===== src/rtl/bcd_sum_serializer.sv =====
// bcd_sum_serializer
// Captures a packed BCD sum plus the adder carry-out and streams it one BCD
// digit per valid/ready transfer, most-significant digit first. Leading zeros
// are skipped, while interior and trailing zeros are sent. Nibbles above 9 are
// flagged on digit_err and passed through unchanged. Only one result is held
// at a time, so upstream sees in_ready only while the block is idle.
module bcd_sum_serializer #(
    parameter int DIGITS = 100
) (
    input  logic                  clk,
    input  logic                  areset,
    input  logic                  in_valid,
    output logic                  in_ready,
    input  logic [4*DIGITS-1:0]   sum,
    input  logic                  cout,
    output logic                  digit_valid,
    input  logic                  digit_ready,
    output logic [3:0]            digit,
    output logic                  digit_last,
    output logic                  digit_err
);

    // The carry-out is stored as one extra top digit, so the value holds
    // DIGITS+1 digits and the index has to reach DIGITS.
    localparam int IW = $clog2(DIGITS + 1);

    typedef enum logic {
        IDLE = 1'b0,
        EMIT = 1'b1
    } state_t;

    state_t                 state;
    state_t                 state_nxt;

    logic [DIGITS:0][3:0]   value;      // captured digits, index DIGITS = carry
    logic [DIGITS:0][3:0]   value_in;   // incoming sum viewed as digits
    logic [IW-1:0]          index;      // digit currently on the output
    logic [IW-1:0]          msd;        // most-significant nonzero input digit
    logic [3:0]             cur;        // stored digit selected by index
    logic                   capture;
    logic                   xfer;

    assign capture = in_valid && (state == IDLE);
    assign xfer    = digit_valid && digit_ready;

    // Present the incoming sum and carry as DIGITS+1 BCD digits.
    always_comb begin
        value_in = '0;
        for (int i = 0; i < DIGITS; i++) begin
            value_in[i] = sum[4*i +: 4];
        end
        value_in[DIGITS] = {3'b000, cout};
    end

    // Leading-zero search on the incoming value: the highest nonzero digit
    // wins. Any nonzero nibble counts, including illegal ones above 9, so a
    // bad leading nibble is still emitted and flagged. An all-zero value
    // resolves to index 0, which emits a single 0 digit.
    always_comb begin
        msd = '0;
        for (int i = 0; i <= DIGITS; i++) begin
            if (value_in[i] != 4'd0) begin
                msd = IW'(i);
            end
        end
    end

    // Select the stored digit under the index. Written as an explicit
    // compare chain so index codes above DIGITS simply read as zero.
    always_comb begin
        cur = 4'd0;
        for (int i = 0; i <= DIGITS; i++) begin
            if (index == IW'(i)) begin
                cur = value[i];
            end
        end
    end

    // State register.
    always_ff @(posedge clk or posedge areset) begin
        if (areset) begin
            state <= IDLE;
        end else begin
            state <= state_nxt;
        end
    end

    // Next-state logic: capture moves to EMIT, the transfer of digit 0
    // returns to IDLE.
    always_comb begin
        state_nxt = state;
        case (state)
            IDLE: begin
                if (in_valid) begin
                    state_nxt = EMIT;
                end
            end
            EMIT: begin
                if (xfer && (index == '0)) begin
                    state_nxt = IDLE;
                end
            end
            default: state_nxt = IDLE;
        endcase
    end

    // Data path: load the value and start index at capture, then walk the
    // index down one digit per transfer. The value is held untouched while
    // streaming, which keeps the outputs stable under backpressure.
    always_ff @(posedge clk or posedge areset) begin
        if (areset) begin
            value <= '0;
            index <= '0;
        end else if (capture) begin
            value <= value_in;
            index <= msd;
        end else if (xfer && (index != '0)) begin
            index <= index - 1'b1;
        end
    end

    // Output decode: everything is zero in IDLE, so an asynchronous reset
    // drops digit_valid and the digit fields at once.
    always_comb begin
        in_ready    = 1'b0;
        digit_valid = 1'b0;
        digit       = 4'd0;
        digit_last  = 1'b0;
        digit_err   = 1'b0;
        case (state)
            IDLE: begin
                in_ready = 1'b1;
            end
            EMIT: begin
                digit_valid = 1'b1;
                digit       = cur;
                digit_last  = (index == '0);
                digit_err   = (cur > 4'd9);
            end
            default: begin
                in_ready = 1'b0;
            end
        endcase
    end

endmodule


===== config.mk =====
export PLATFORM = sky130hd
export DESIGN_NAME = bcd_sum_serializer
export DESIGN_NICKNAME = d
export VERILOG_FILES = /design/src/rtl/bcd_sum_serializer.sv
export SDC_FILE = /design/constraint.sdc
export NUM_CORES = 1
export LEC_CHECK = 0
export CAP_MARGIN = 5
export CORE_MARGIN = 2
export CORE_UTILIZATION = 45
export DETAILED_ROUTE_END_ITERATION = 16
export PLACE_DENSITY_LB_ADDON = 0.12
export SLEW_MARGIN = 20
export SYNTH_ARGS = -nofsm -noshare
export SYNTH_HDL_FRONTEND = slang
export SYNTH_SLANG_ARGS = --single-unit

===== constraint.sdc =====
create_clock -name clk -period 12.3 [get_ports clk]
set_input_delay 1.845 -clock clk [delete_from_list [all_inputs] [get_ports clk]]
set_output_delay 1.845 -clock clk [all_outputs]
set_load 0.01 [all_outputs]

==> results.sh <==
export IMPL_final_cell_mix="nand2_1 (1,318), clkdlybuf4s50_1 (412), dfrtp_1 (407)"
export IMPL_place_congestion=1.05
export IMPL_min_period_over_period_pct=61.9
export IMPL_ant_nets=0
export IMPL_hold_viol=0
export IMPL_worst_skew_pair_late_latency_ns=0.61
export IMPL_worst_ep_required_time_ns=10.45
export IMPL_fmax_ghz=0.131
export IMPL_h_tree_depth=2
export IMPL_maxSlewHeadroom_pct=15.6
export IMPL_die_w_um=228
export IMPL_tightest_slew_ns=1.26
export IMPL_whs_path_depth=2
export IMPL_drv_cap=0
export IMPL_finalNetCount=3642
export IMPL_dieArea_um2=51900
export IMPL_placed_area_um2=27100
export IMPL_grt_pass1_wl_mm=161
export IMPL_firstDrtPassIters=10
export IMPL_holdWs_ns=0.473
export IMPL_arrival_ns=5.76
export IMPL_synth_fp_nets=3326
export IMPL_io_buffers=412
export IMPL_drc=0
export IMPL_coreArea_um2=49200
export IMPL_slew_violations=0
export IMPL_grt_pass1_vias=24300
export IMPL_cp_end_kind="output port"
export IMPL_rsz0062_at_grt="false"
export IMPL_fill_cells=4438
export IMPL_pin_count=413
export IMPL_wire_per_inst_um=28.0
export IMPL_post_cts_buffers=0
export IMPL_holdCritPathClass="reg2reg"
export IMPL_timing_reg2reg_setup_slack_ns=8.24
export IMPL_final_common_cell="nand2_1"
export IMPL_synthToLayoutAreaGrowth_pct=27.1
export IMPL_critPathLaunchType="flip-flop"
export IMPL_p_per_area_nw_per_um2=244
export IMPL_reg2reg_depth=10
export IMPL_setup_violations=0
export IMPL_synthFlopType="dfrtp_1"
export IMPL_cts_sinks=409
export IMPL_cts_resized_gates=0
export IMPL_clock_skew_final_ns=0.0162
export IMPL_finalNonFillerCells=3935
export IMPL_ys_seq_area_share_pct=45.4
export IMPL_root_buffer="clkbuf_16"
export IMPL_start_util_pct=45.8
export IMPL_syn_area_um2=22500
export IMPL_final_core_util_pct=58.2
export IMPL_vias_per_cell=6.38
export IMPL_tns_ns=0
export IMPL_regToRegStartpoint="index[0]"
export IMPL_synthArstFlopShare_pct=100
export IMPL_synth_edff_count=0
export IMPL_synth_seq_cells=409
export IMPL_layout_min_cycle_time_ns=7.61
export IMPL_syn_inst=2916
export IMPL_grt_overflow_total=0
export IMPL_synth_largest_area_cell="dfrtp_1"
export IMPL_drive_gt1_share_pct=4.65
export IMPL_via_count=25100
export IMPL_yosys_warnings=0
export IMPL_cts_buffers=45
export IMPL_clock_path_buffers=3
export IMPL_synthDistinctLibCells=92
export IMPL_dpl_hpwl_mm=82.6
export IMPL_rr_endpoint="index[0]"
export IMPL_path_max_fanout=61
export IMPL_synth_top_area_share_pct=45.4
export IMPL_synthTopCellsByArea="dfrtp_1 (45%), nand2_1 (22%), nor4_1 (2.9%)"
export IMPL_ir_drop_mv=0.167
export IMPL_critPathKind="reg2out"
export IMPL_p_leak_nw=12.9
export IMPL_dp_cells=3849
export IMPL_antenna_found_initial=3
export IMPL_postCtsHoldBufs=0
export IMPL_synth_area_per_cell_um2=7.72
export IMPL_grt_max_degree=230
export IMPL_die_h_um=228
export IMPL_design_area_um2=28600
export IMPL_wl_mm=110
export IMPL_drtIter0Drc=3537
export IMPL_status="complete, no violations"
export IMPL_min_to="value[155]"
export IMPL_hold_path_startpoint="value[155]"
export IMPL_track_usage_pct=41.5
export IMPL_fp_row_count=81
export IMPL_cts_tree="yes"
export IMPL_clkSlewWorstSetupHoldPaths_ns=0.06
[power breakdown]
group | total, mW | internal (mW) | switching (mW)
registers | 2.76 | 2.03 | 0.728
clock network | 1.40 | 0.818 | 0.583
logic | 2.82 | 0.953 | 1.86
[how the worst max path moves through the flow]
stage / from / end / slack [ns] / depth (start not counted)
2_1_floorplan: areset / index[0] / 4.94 / 1
3_3_place_gp: index[0] / digit_err / 5.41 / 11
3_5_place_dp: index[0] / digit_err / 5.27 / 11
4_1_cts: index[0] / digit_err / 4.66 / 11
5_1_grt: index[0] / digit[0] / 4.56 / 12
6_report: index[0] / digit[0] / 4.69 / 11
[metrics by stage]
| stage | setup slack [ns] | total power [mW] |
|---|---|---|
| CTS | 4.66 | 6.81 |
| finish | 4.69 | 6.97 |
| floorplan | 4.94 | 3.97 |
| global route | 4.56 | 7.21 |
| detailed placement | 5.27 | 5.39 |
| global placement | 5.41 | 5.35 |
[cell families (layout without fill, tap and decap cells)]
logic type | after synthesis | in the layout | synth area share, %
other | 0 | 2 | 0
AO/OA/AOI/OAI | 514 | 514 | 15.9
flip-flops | 409 | 409 | 45.4
XOR/XNOR | 2 | 2 | 0.0778
adder cells (fa/ha/maj) | 5 | 5 | 0.278
AND/OR/NAND/NOR | 1775 | 1775 | 34.3
multiplexers | 2 | 2 | 0.0944
buffers and inverters | 209 | 562 | 3.91
[synth_stat cells, types with 8 or more instances]
library cell	n
or3_1	12
nor4_1	103
o211ai_1	18
a21o_1	8
and3_1	14
inv_1	22
o31ai_1	10
buf_2	18
or4_1	16
dfrtp_1	409
o21ai_0	91
clkbuf_1	149
nand3_1	45
o221ai_1	18
o32ai_1	11
a2111oi_0	12
and2_1	11
nor2_1	74
nor2b_1	16
nand2_1	1318
nor3_1	31
a21oi_1	89
nand3b_1	16
a221oi_1	21
a211oi_1	26
a32oi_1	12
a221o_1	8
a31oi_1	24
o22ai_1	42
nand4_1	37
nand2b_1	24
a22oi_1	23
[flip-flops by register name, indices dropped and copies added, names as in the netlist]
signal  flops
value     401
index       7
state       1
[area by class of cell]
cell class	count	area (um^2)	share of cell area, %
multi-input combinational	2298	11500	40.0
sequential	409	10200	35.8
timing repair buffer	453	4470	15.6
clock buffer	62	1280	4.47
tap	664	831	2.90
clock inverter	22	253	0.883
inverter	25	97.6	0.341
antenna	2	5.00	0.0175
[routing by layer]
layer  track usage (%)  up-vias  routed length, um
met3              10.6      345              12300
met4              17.6        2               5580
li1                  -    10700                  -
met5                 0        -                 11
met1              56.1    12300              44100
met2              63.4     1741              48200
[critical path, stage by stage (launching register included)]
cell             delay (ns)
dfrtp_1                0.43
inv_1                  0.14
ha_2                   0.43
buf_4                  0.67
nand3b_1               0.88
o31ai_1                0.50
a21oi_1                0.07
a211o_1                0.26
a221oi_1               0.66
o211ai_1               0.26
a32o_1                 0.30
clkdlybuf4s50_1        0.49
No activity file was read; power rests on OpenSTA's default activity.
